`src/rtl/ddc_line_filter.sv`:
```
// ---------------------------------------------------------------------------
// ddc_line_filter
//
// Front end for a DDC/EDID slave. Each raw line (SCL, SDA) is brought into
// the clk domain through a two-flop synchronizer and then debounced. A new
// level is accepted only after FILT_LEN consecutive synchronized samples
// disagree with the current filtered level. Shorter disagreements are
// counted as glitches. START/STOP detection runs on the filtered lines.
//
// Handshake: none. The block is a free-running stream filter. Every output
// is a flop updated on each rising edge of clk. There is no valid/ready
// pairing: pulses are single-cycle strobes and levels are always valid
// outside reset.
//
// Parameters
//   FILT_LEN    consecutive-sample count needed to accept a change (1..15)
//
// Ports
//   clk         system clock, rising edge
//   rst_n       synchronous active-low reset
//   scl_i       raw DDC clock line (asynchronous to clk)
//   sda_i       raw DDC data line (asynchronous to clk)
//   scl_o       filtered SCL level
//   sda_o       filtered SDA level
//   scl_rise    one-cycle pulse, first cycle scl_o shows 1
//   scl_fall    one-cycle pulse, first cycle scl_o shows 0
//   start       one-cycle pulse on START / repeated START
//   stop        one-cycle pulse on STOP
//   bus_busy    high between START and STOP
//   glitch_cnt  saturating count of rejected glitches, both lines
// ---------------------------------------------------------------------------
module ddc_line_filter #(
    parameter int unsigned FILT_LEN = 4
) (
    input  logic       clk,
    input  logic       rst_n,
    input  logic       scl_i,
    input  logic       sda_i,
    output logic       scl_o,
    output logic       sda_o,
    output logic       scl_rise,
    output logic       scl_fall,
    output logic       start,
    output logic       stop,
    output logic       bus_busy,
    output logic [7:0] glitch_cnt
);

    // Run-counter value on which the next differing sample completes the run.
    localparam logic [3:0] RUN_LAST = 4'(FILT_LEN - 1);

    // Bit 0 carries SCL, bit 1 carries SDA throughout.
    logic [1:0]      sync1_q, sync2_q;
    logic [1:0]      filt_q, filt_d;
    logic [1:0][3:0] run_q, run_d;
    logic [1:0]      glitch_end;

    logic [7:0] glitch_cnt_q, glitch_cnt_d;
    logic [8:0] glitch_sum;

    logic scl_rise_q, scl_rise_d;
    logic scl_fall_q, scl_fall_d;
    logic start_q, start_d;
    logic stop_q, stop_d;
    logic busy_q, busy_d;

    // Per-line debounce: count consecutive disagreeing samples; the sample
    // that would bring the count to FILT_LEN flips the filtered level.
    always_comb begin
        filt_d     = filt_q;
        run_d      = '0;
        glitch_end = '0;
        for (int i = 0; i < 2; i++) begin
            if (sync2_q[i] != filt_q[i]) begin
                if (run_q[i] == RUN_LAST) begin
                    filt_d[i] = ~filt_q[i];
                    run_d[i]  = '0;
                end else begin
                    run_d[i] = run_q[i] + 4'd1;
                end
            end else begin
                // Sample fell back to the filtered level before the run
                // completed: that run was a glitch.
                glitch_end[i] = (run_q[i] != 4'd0);
            end
        end
    end

    // Both lines may end a glitch together, so the step is 0, 1 or 2.
    always_comb begin
        glitch_sum   = 9'(glitch_cnt_q) + 9'(glitch_end[0]) + 9'(glitch_end[1]);
        glitch_cnt_d = (glitch_sum > 9'd255) ? 8'hFF : glitch_sum[7:0];
    end

    // Edge and condition detection on the filtered levels. START/STOP need
    // SCL high and unchanged across the edge where SDA moves, so a
    // simultaneous SCL/SDA toggle yields only the SCL edge pulse.
    always_comb begin
        scl_rise_d = ~filt_q[0] &  filt_d[0];
        scl_fall_d =  filt_q[0] & ~filt_d[0];
        start_d    =  filt_q[0] &  filt_d[0] &  filt_q[1] & ~filt_d[1];
        stop_d     =  filt_q[0] &  filt_d[0] & ~filt_q[1] &  filt_d[1];
        busy_d     = busy_q;
        if (start_d) begin
            busy_d = 1'b1;
        end else if (stop_d) begin
            busy_d = 1'b0;
        end
    end

    always_ff @(posedge clk) begin
        if (!rst_n) begin
            sync1_q      <= 2'b11;
            sync2_q      <= 2'b11;
            filt_q       <= 2'b11;
            run_q        <= '0;
            glitch_cnt_q <= 8'd0;
            scl_rise_q   <= 1'b0;
            scl_fall_q   <= 1'b0;
            start_q      <= 1'b0;
            stop_q       <= 1'b0;
            busy_q       <= 1'b0;
        end else begin
            sync1_q      <= {sda_i, scl_i};
            sync2_q      <= sync1_q;
            filt_q       <= filt_d;
            run_q        <= run_d;
            glitch_cnt_q <= glitch_cnt_d;
            scl_rise_q   <= scl_rise_d;
            scl_fall_q   <= scl_fall_d;
            start_q      <= start_d;
            stop_q       <= stop_d;
            busy_q       <= busy_d;
        end
    end

    assign scl_o      = filt_q[0];
    assign sda_o      = filt_q[1];
    assign scl_rise   = scl_rise_q;
    assign scl_fall   = scl_fall_q;
    assign start      = start_q;
    assign stop       = stop_q;
    assign bus_busy   = busy_q;
    assign glitch_cnt = glitch_cnt_q;

endmodule
```
`config.mk`:
```
export PLATFORM = sky130hd
export DESIGN_NAME = ddc_line_filter
export DESIGN_NICKNAME = d
export VERILOG_FILES = /design/src/rtl/ddc_line_filter.sv
export SDC_FILE = /design/constraint.sdc
export NUM_CORES = 1
export LEC_CHECK = 0
export ABC_AREA = 0
export BUFFER_PORTS_ARGS = -buffer_cell sky130_fd_sc_hd__buf_4
export CAP_MARGIN = 25
export CORE_MARGIN = 1
export CORE_UTILIZATION = 53
export DETAILED_ROUTE_END_ITERATION = 7
export GPL_TIMING_DRIVEN = 0
export PLACE_DENSITY = 0.87
export SLEW_MARGIN = 10
export SYNTH_ARGS = -nofsm -noshare
export SYNTH_HDL_FRONTEND = slang
export SYNTH_SLANG_ARGS = --single-unit
export TNS_END_PERCENT = 10
```
`constraint.sdc`:
```
create_clock -name clk -period 2.6 [get_ports clk]
set_input_delay 0.52 -clock clk [delete_from_list [all_inputs] [get_ports clk]]
set_output_delay 0.52 -clock clk [all_outputs]
set_load 0.03 [all_outputs]
```
==> metrics.cfg <==
[outcome]
status=complete, no violations

[timing]
rsz0062_at_grt=no
fmax_mhz=464
setup_tns_ns=0
relSlewSlack_pct=59.6
setup_viol=0
final_max_slew_viol_count=0
worstMarginPinSlew_ns=0.605
period_share_pct=82.8
setup_ws_ns=0.446
holdWs_ns=0.369
fin_crit_ns=2.15
finalHoldViolCount=0
fin_skew_ns=0.00541

[power]
vdd_drop_max_mv=0.382
p_per_area_nw_per_um2=476
leakage_nw=0.526

[yosys]
synth_ff_type=dfxtp_1
synth_common_cells=dfxtp_1, nor2_1, inv_1
ys_ff_latch=27
synth_edf_count=0
synth.area.top_cells=dfxtp_1, ha_1, nor2_1
syn_nets=127
netlist.area_leader.share_pct=48.0
synth_area_sq_um=1130
syn_area_per_cell_sq_um=9.62
synth_area_leader_cell=dfxtp_1
synth_most_common_cell=dfxtp_1
ys_seq_area_share_pct=48.0
netlist_instances=117
async_reset_ff_share_pct=0
yosysWarnings=0
ys_types=33

[clocking]
post_cts_resized=0
clkTransAtPathRegs_ns=0.14
clk_path_buf_depth=2
cts-htree-levels=1
ctsHoldBuffers=0
clock_latency_ns=0.32
numCtsBuffers=3
clkSinkCount=27
cts_setup_buffers=0
root_buffer=clkbuf_4
tritoncts=done

[worst_setup_path]
crit_fanout=4
cp.required_ns=2.82
reg2reg_depth=9
reg2reg_slack_ns=0.45
critPathLaunchType=flop
arrival_ns=2.37
reg2reg_from=run_q[4]
end_kind=flop
worstReg2RegEnd=glitch_cnt[6]
worstSetupPathType=reg2reg

[cells_and_area]
fin_area_sq_um=1330
nFillCells=171
layout-drive-gt1-share_pct=18.7
antenna_cells=0
area_growth_pct=17.7
nets=150
final_core_util_pct=66.9

[routing]
wl_per_cell_microns=11.9
vias_per_cell=5.37
first_pass_iters=4
ant_nets=0
via_count=892
dr.first_iter.drc_count=22
routed_wl_mm=1.97
drcViolationCount=0

[global_route]
grt_start_max_net_pins=17
grt_pass1_vias=741
track_usage_pct=20.0
grt_antenna_before_repair=0
grt_pass1_wl_mm=3.14
globalRouteOverflowTotal=0

[worst_hold_path]
min-delay-path-class=in2reg
hp-start=sda_i
min_to=sync1_q[1]
whs_path_depth=2

[placed_design]
dp_slack_ns=0.476
gp_congestion=0.729
dp_hpwl_mm=1.53
portBuffers=18
placed_area_sq_um=1290

[floorplan]
die_y_microns=48.1
core_sq_um=1980
rows=16
die_area_sq_um=2310
dieWidth_microns=48.1
start_util_pct=56.8
ios=19

[run]
drv_cap=0

-- registers in the layout, indices dropped and copies added (netlist names) --
register    count
glitch_cnt      8
run_q           8
filt_q          2
sync1_q         2
sync2_q         2
bus_busy        1
scl_fall        1
scl_rise        1
start           1
stop            1
-- cell type report --
class                           count  area (sq um)  area share [%]
Multi-Input combinational cell     79           544            41.1
Buffer                              1          3.75           0.283
Clock inverter                      1          7.51           0.567
Clock buffer                        3          22.5            1.70
Tap cell                           27          33.8            2.55
Sequential cell                    27           541            40.8
Inverter                           10          37.5            2.83
Timing Repair Buffer               18           135            10.2
-- kinds of logic after synthesis --
family	Yosys count	synth area share (%)
adders and majority gates	6	7.33
DFF	27	48.0
buffers and inverters	11	3.67
AOI/OAI and AO/OA	19	11.8
muxes	1	0.889
xor gates and xnor gates	7	5.44
and+or+nand+nor	46	22.9
-- power breakdown --
part	total [mW]	switching [mW]	internal, mW
Combinational	0.0271	0.0153	0.0118
Clock	0.180	0.121	0.0588
Sequential	0.423	0.00391	0.419
-- per-layer routing --
layer	track usage, %	routed length [microns]	up-vias
li1	-	-	446
met1	25.8	848	422
met2	31.9	1050	22
met3	4.44	64	2
met4	9.44	13	0
met5	0	0	-
-- worst max-delay path by stage --
| stage | startpoint | to | slack, ns |
|---|---|---|---|
| floorplan | filt_q[0] | glitch_cnt[6] | 0.49 |
| global placement | run_q[4] | glitch_cnt[6] | 0.52 |
| detailed placement | run_q[4] | glitch_cnt[6] | 0.48 |
| CTS | run_q[4] | glitch_cnt[6] | 0.45 |
| global route | run_q[4] | glitch_cnt[5] | 0.27 |
| finish | run_q[4] | glitch_cnt[6] | 0.45 |
-- through the flow --
| step | instances | total power, mW |
|---|---|---|
| 3_5_place_dp | 162 | 0.460 |
| 4_1_cts | 166 | 0.640 |
| 3_3_place_gp | 162 | 0.459 |
| 5_1_grt | 166 | 0.664 |
| 2_1_floorplan | 117 | 0.448 |
| 6_report | 166 | 0.630 |
-- placed cells by master, fill, tap and decap left out, types with 5 or more instances in the layout --
cell	n
dfxtp_1	27
buf_4	18
nor2_1	13
inv_1	10
xor2_1	5
nand2b_1	5
nand3_1	5
a31oi_1	5
ha_1	5
-- critical path: stages (launching register included) --
cell and delay (ns):
dfxtp_1 0.41, inv_1 0.07, ha_1 0.19, a21o_1 0.17, fa_1 0.41, inv_1 0.09
ha_1 0.21, nand3_1 0.16, nor4b_1 0.27, nor3_1 0.08
No activity file was read; power rests on OpenSTA's default activity.
